File: config.mk
export PLATFORM = sky130hd
export DESIGN_NAME = serial_subtractor
export DESIGN_NICKNAME = d
export VERILOG_FILES = /design/src/rtl/serial_subtractor.sv
export SDC_FILE = /design/constraint.sdc
export NUM_CORES = 1
export LEC_CHECK = 0
export CAP_MARGIN = 20
export CORE_UTILIZATION = 47
export CTS_CLUSTER_DIAMETER = 50
export DETAILED_ROUTE_END_ITERATION = 8
export PLACE_DENSITY = 0.75
export SYNTH_ARGS = -nofsm -noshare
export SYNTH_HDL_FRONTEND = slang
export SYNTH_SLANG_ARGS = --single-unit
File: constraint.sdc
create_clock -name clk -period 1.7 [get_ports clk]
set_clock_uncertainty 0.2 [all_clocks]
set_input_delay 0.34 -clock clk [delete_from_list [all_inputs] [get_ports clk]]
set_output_delay 0.34 -clock clk [all_outputs]
set_load 0.01 [all_outputs]
File: src/rtl/serial_subtractor.sv
// Bit-serial subtractor: computes a - b - bin one bit per clock, LSB first,
// through a single full-subtractor cell and a borrow flop. Results (diff,
// bout, ovf) are published in one transfer on the completion edge, together
// with a one-cycle done pulse.
module serial_subtractor #(
  parameter int WIDTH = 8
) (
  input  logic             clk,
  input  logic             rst_n,
  input  logic             start,
  input  logic [WIDTH-1:0] a,
  input  logic [WIDTH-1:0] b,
  input  logic             bin,
  output logic             busy,
  output logic             done,
  output logic [WIDTH-1:0] diff,
  output logic             bout,
  output logic             ovf
);

  localparam int CW = $clog2(WIDTH);
  localparam logic [CW-1:0] LAST = CW'(WIDTH - 1);

  typedef enum logic [1:0] {
    IDLE  = 2'd0,
    SHIFT = 2'd1,
    DONE  = 2'd2
  } state_t;

  state_t state_q;
  state_t state_nxt;

  // Operand shift registers, borrow flop and bit counter
  logic [WIDTH-1:0] sa;
  logic [WIDTH-1:0] sb;
  logic             brw;
  logic [CW-1:0]    cnt;
  // Difference bits produced so far; the final bit is appended on completion
  logic [WIDTH-2:0] work;
  // Operand sign bits captured at accept time for the overflow flag
  logic             amsb;
  logic             bmsb;

  logic             accept;
  logic             last;
  logic             d_bit;
  logic             brw_nxt;
  logic [WIDTH-1:0] res_full;

  // Full-subtractor cell: difference bit
  function automatic logic fs_diff(input logic x, input logic y, input logic bi);
    return x ^ y ^ bi;
  endfunction

  // Full-subtractor cell: borrow out
  function automatic logic fs_borrow(input logic x, input logic y, input logic bi);
    return (~x & y) | (~(x ^ y) & bi);
  endfunction

  // Subtractor cell, accept/last decode and next-state selection
  always_comb begin
    state_nxt = state_q;
    accept    = start && (state_q != SHIFT);
    last      = (state_q == SHIFT) && (cnt == LAST);
    d_bit     = fs_diff(sa[0], sb[0], brw);
    brw_nxt   = fs_borrow(sa[0], sb[0], brw);
    res_full  = {d_bit, work};
    case (state_q)
      IDLE:    if (accept) state_nxt = SHIFT;
      SHIFT:   if (last) state_nxt = DONE;
      DONE:    state_nxt = accept ? SHIFT : IDLE;
      default: state_nxt = IDLE;
    endcase
  end

  // State register
  always_ff @(posedge clk or negedge rst_n) begin
    if (!rst_n) begin
      state_q <= IDLE;
    end else begin
      state_q <= state_nxt;
    end
  end

  // Operand load, serial bit processing and result publish
  always_ff @(posedge clk or negedge rst_n) begin
    if (!rst_n) begin
      sa   <= '0;
      sb   <= '0;
      brw  <= 1'b0;
      cnt  <= '0;
      work <= '0;
      amsb <= 1'b0;
      bmsb <= 1'b0;
      busy <= 1'b0;
      done <= 1'b0;
      diff <= '0;
      bout <= 1'b0;
      ovf  <= 1'b0;
    end else begin
      done <= 1'b0;
      if (accept) begin
        sa   <= a;
        sb   <= b;
        brw  <= bin;
        cnt  <= '0;
        work <= '0;
        amsb <= a[WIDTH-1];
        bmsb <= b[WIDTH-1];
        busy <= 1'b1;
      end else if (state_q == SHIFT) begin
        sa   <= sa >> 1;
        sb   <= sb >> 1;
        brw  <= brw_nxt;
        work <= res_full[WIDTH-1:1];
        cnt  <= cnt + CW'(1);
        if (last) begin
          // Publish the whole result at once; outputs never show partial data
          diff <= res_full;
          bout <= brw_nxt;
          ovf  <= (amsb ^ bmsb) & (d_bit ^ amsb);
          busy <= 1'b0;
          done <= 1'b1;
          cnt  <= '0;
        end
      end
    end
  end

endmodule

=== After elaboration in Yosys (flattened, before gate mapping) ===
Index checks and enable logic that the tools add are counted.

* $add $sub $neg: 1
* Eq/ne operators: 6
* Multiplexer cells: 21
* Reduce and logical (&&, ||, !) cells: 8
* Bitwise operators: 11

{| class="wikitable"
|+ Operator list
! kind !! count
|-
| 8-bit two-way mux || 4
|-
| 7-bit two-way mux || 2
|-
| 1-bit two-way mux || 9
|-
| 3-bit two-way mux || 3
|-
| 2-bit one-hot mux with 3 select lines || 1
|-
| 2-bit two-way mux || 2
|-
| 2-bit != test (second input constant) || 2
|-
| 2-bit AND reduction || 2
|-
| 2-bit nonzero test || 2
|-
| 1-bit bitwise XOR || 4
|-
| 3-bit by 1-bit adder with 3-bit output (second input constant) || 1
|-
| 1-bit bitwise AND || 3
|-
| 3-bit equality test (second input constant) || 1
|-
| 1-bit inverter || 3
|-
| 3-bit AND reduction || 1
|-
| 2-bit by 1-bit equality test with 1-bit output (second input constant) || 1
|-
| 2-bit equality test (second input constant) || 1
|-
| 1-bit logical AND || 2
|-
| 2-bit zero test || 1
|-
| 2-bit by 1-bit != test with 1-bit output (second input constant) || 1
|-
| 1-bit bitwise OR || 1
|}

* Logic and storage cells: 60
* Output and inout port bits: 12
* Bits in registers: 43
* Input bits: 20

=== Longest topological paths before layout ===
* Depth after elaboration: 6
* Depth in mapped cells: 6
* Gate-level depth less buffers: 5

=== Worst setup path after synthesis ===
Ideal clock, no wire load.

* Path type: reg2reg
* From: reg cnt[0]
* To: reg diff[4]
* Path buffers: 1
* Library setup time: 125 ps
* Slack: 32 ps
* Arrival: 1343 ps
* Data required time: 1375 ps
* Period minus slack after synthesis: 1668 ps
* Stages on the path, launching flop included: 6
* Cells stage by stage: dfrtp_1 -> ha_1 -> ha_1 -> nand3b_4 -> buf_6 -> mux2_4

* Cells in the longest elaborated chain, start to end: 3

{| class="wikitable"
|+ Ends and longest elaborated chain
! what !! line !! source
|-
| start, declared || 37 || <nowiki>logic [CW-1:0] cnt;</nowiki>
|-
| start signal, assigned || 116 || <nowiki>cnt <= cnt + CW'(1);</nowiki>
|-
| 3-bit equality test || 64 || <nowiki>last = (state_q == SHIFT) && (cnt == LAST);</nowiki>
|-
| 1-bit logical AND || 64 ||
|-
| 3-bit AND reduction (no source line) || - ||
|-
| end signal, assigned || 119 || <nowiki>diff <= res_full;</nowiki>
|-
| end, declared || 16 || <nowiki>output logic [WIDTH-1:0] diff,</nowiki>
|}

No other way between the ends.
A chain may end at the register's enable or synchronous reset.

=== Worst setup path in the final report ===
* From: reg cnt[0]
* To: reg diff[7]

Same word-level chain as after synthesis.

==> summary.md <==
| Metric | Value |
|---|---|
| Part of the power in combinational logic | `37.3%` |
| Routed Antenna Nets | `0` |
| Register area share after synthesis | `55.95%` |
| Reg-to-reg setup timing slack | `0.08 ns` |
| Worst Max-Slew Pin Slew | `0.3165 ns` |
| Cell area after synthesis | `1923 um2` |
| Max-cap violations | `0` |
| Area of the placeable core | `3799 um2` |
| Capturing point of the worst reg2reg path | `diff[7]` |
| Peak supply drop | `0.7699 mV` |
| Leak Pwr | `1.183 nW` |
| Clock tree from TritonCTS | `done` |
| Ratio of cells with drive above 1 in the final layout | `16.58%` |
| Layout Cell Area excl Fill | `2390 um2` |
| Sum of internal, switching and leakage power | `3.866 mW` |
| Antenna cells | `0` |
| Clock Sink Count | `43` |
| Result of the run | `finished clean` |
| Maximum fanout along the worst path | `5` |
| Combined global-route utilization of all metal layers | `17.43%` |
| Half-perimeter wire length after detailed placement | `2.242 mm` |
| Drt wl/cell | `13.22 um` |
| Count of placed standard cells in the final layout, fillers left out | `247` |
| Number of ports placed on the die boundary | `32` |
| Clock root buffer | `clkbuf_8` |
| Slew headroom | `78.88%` |
| Per-instance average area after synthesis | `11.87 um2` |
| Max Clk Rate | `616.5 MHz` |
| Post-synthesis to final-layout area growth | `24.27%` |
| Port buffer count | `31` |
| Largest family of logic cells by synthesized area | `multiplexers` |
| Synthesis Warnings | `0` |
| Via count of the first global-routing pass | `1,278` |
| Die area | `4351 um2` |
| Post-place instance area | `2271 um2` |
| Global placer's final weighted congestion | `0.6855` |
| Start-to-end type of the worst setup path | `register to register` |
| Unrepaired setup endpoints after global routing | `no` |
| Adder-cell share of the synthesized area | `2.342%` |
| Startpoint kind of the worst setup timing path | `register` |
| Vias after detailed routing | `1,264` |
| Clock period minus worst slack | `1.622 ns` |
| Placed insts | `237` |
| Hold Path Class | `register to register` |
| Async S/R FF share, synth | `100.0%` |
| Critical Path Max Stage Delay | `0.40 ns` |
| Internal Pwr Total | `2.583 mW` |
| Arrival time worst endpoint | `1.60 ns` |
| Flop and latch count out of synthesis | `43` |
| Post-layout nets | `221` |
| Utilization of the core after routing | `62.91%` |
| Most frequent cells in the layout | `dfrtp_1 (43), nand2_1 (33), o21ai_0 (21)` |
| CP required | `1.68 ns` |
| Sum of routed wire length over all layers | `3.266 mm` |
| Max clock buf depth | `2` |
| Number of remaining DRC errors | `0` |
| Post-CTS setup buffer count | `0` |
| Area leader, netlist | `dfrtp_1` |
| Leading cell type in the layout, fill and taps excluded | `dfrtp_1` |
| Share of synthesized area spent on multiplexers | `15.35%` |
| Worst R2R Start | `cnt[0]` |
| Compound-Gate Fraction of Synth Area | `9.109%` |
| Part of the total power dissipated in sequential elements | `44.8%` |
| Launch instance of the worst min-delay path | `bout` |
| Sw frac | `33.20%` |
| Power per Cell Area | `1618 nW/um2` |
| Number of fillers in the final layout | `315` |
| Clk network pwr share | `17.9%` |
| First-pass DRT Iterations | `4` |
| Register clock-pin slew on the reported worst setup and hold paths | `0.08 ns` |
| Net count after synthesis | `185` |
| H-Tree Level Count | `2` |
| Ordered list of cells on the worst path | `ha_1 -> ha_2 -> nand3b_2 -> mux2_4` |
| Area share of the leading cell type in the synthesized netlist | `55.95%` |
| Cell Rows | `22` |
| Share of synthesized cell area in and, or, nand and nor gates | `11.06%` |
| Number of enable flip-flop cells after synthesis | `0` |
| Floorplan die height | `65.97 um` |
| Mapped Cells | `162` |
| Routed via count divided by cell count | `5.117` |
| Number of pins exceeding their max-slew limit in the final report | `0` |
| Final worst-path setup slack | `0.07791 ns` |
| Final setup viols | `0` |
| Initial Utilization | `50.63%` |
| Sw power | `1.284 mW` |
| DR iter-0 viols | `68` |
| Worst Hold Path EP | `bout` |
| Category of the worst setup path capture point | `register` |
| Wire length of the first global-routing pass | `5.713 mm` |
| Hold Fails Final Rpt | `0` |
| Critical-path cell with the highest stage delay | `dfrtp_1` |
| Antenna violations before repair | `0` |
| Part of the cycle the worst path needs | `95.42%` |
| Xor and xnor fraction of the mapped netlist area | `0%` |
| Insertion delay of the later-clocked pin in the worst-skew pair | `0.29 ns` |
| Number of buffers created by CTS | `5` |
| Die span in x | `65.97 um` |
| Predominant post-synthesis flop cell | `dfrtp_1` |
| Number of cells on the worst hold path | `2` |
| Aggregate global routing overflow | `0` |
| Count of cells along the worst register-to-register path | `4` |
| Pin count of the biggest net entering global routing | `44` |
| Top cells by area, synth | `dfrtp_1 (56%), mux2i_1 (8.3%), nand2_1 (6.4%), o21ai_0 (5.7%), mux2_4 (4.7%)` |
| Unique masters post-synth | `29` |
| Worst slack at placement | `-0.1066 ns` |
## what timing repair did
action / in CTS / in global routing
resized for setup: 10 / 5
pin swaps: 0 / 1
setup endpoints to repair: 10 / 7
hold buffers: 1 / 0
hold endpoints to repair: 43 / 0
cloned: 0 / 1
## layout make-up
| class | count | area (um2) | area share (%) |
|---|---|---|---|
| Sequential cell | 43 | 1076 | 45.03 |
| Multi-Input combinational cell | 105 | 744.5 | 31.15 |
| Timing Repair Buffer | 38 | 390.4 | 16.34 |
| Clock buffer | 8 | 100.1 | 4.188 |
| Tap cell | 48 | 60.06 | 2.513 |
| Inverter | 5 | 18.77 | 0.7853 |
## power by group through the flow
stage                     Sequential (mW)  Combinational, mW  Clock, mW
final                                1.73               1.44      0.692
after global routing                 1.80               1.63      0.755
after CTS                            1.73               1.45      0.710
after detailed placement             1.76               1.52          0
after global placement               1.73               1.45          0
after floorplan                      1.75               1.05          0
## metal layers
| metal | part of all wire (%) | wire length, um | track usage, % | vias up |
|---|---|---|---|---|
| li1 | - | - | - | 621 |
| met1 | 49 | 1585 | 22.56 | 615 |
| met3 | 3.4 | 112 | 3.621 | 5 |
| met2 | 47 | 1526 | 28.70 | 23 |
| met4 | 1.3 | 42 | 6.383 | 0 |
| met5 | 0 | 0 | 0 | - |
## flip-flops by register name, summed over array words and instances, names as in the netlist
name / flops
busy: 1
state_q: 2
sa: 8
work: 7
done: 1
sb: 8
cnt: 3
diff: 8
amsb: 1
bout: 1
brw: 1
bmsb: 1
ovf: 1
## worst max path at each step
stage,start,end,slack [ns]
6_report,cnt[0],diff[7],0.08
5_1_grt,sb[0],ovf,0.02
4_1_cts,diff[2],diff[2],0.002
3_5_place_dp,start,cnt[2],-0.11
3_3_place_gp,start,cnt[2],-0.06
2_1_floorplan,cnt[0],diff[4],0.03
## logic make-up after synthesis
family | after synthesis
compound gates | 31
buf+inv | 15
fa+ha+maj | 3
flops | 43
simple gates | 44
mux | 26
## worst max-delay path, delay by kind of cell (launching register included)
| kind | cells | cell delay (ns) |
|---|---|---|
| fa+ha+maj | 2 | 0.41 |
| flops | 1 | 0.40 |
| mux | 1 | 0.32 |
| simple gates | 1 | 0.18 |
## cell usage after synthesis, types with 2 or more instances
cell type / instances
a21oi_1: 3
buf_6: 3
buf_8: 3
dfrtp_1: 43
ha_1: 2
inv_1: 5
mux2_2: 4
mux2_4: 6
mux2i_1: 16
nand2_1: 33
nor2_1: 3
nor3b_1: 2
o21ai_0: 22
o21ai_2: 2
## metrics by stage
stage | hold WS, ns | TNS (ns)
floorplan | -0.1556 | 0
global placement | 0.1273 | -0.1401
detailed placement | 0.1319 | -0.8285
CTS | 0.2907 | 0
global route | 0.3117 | 0
finish | 0.2806 | 0
Power figures use the tool's default switching activity.
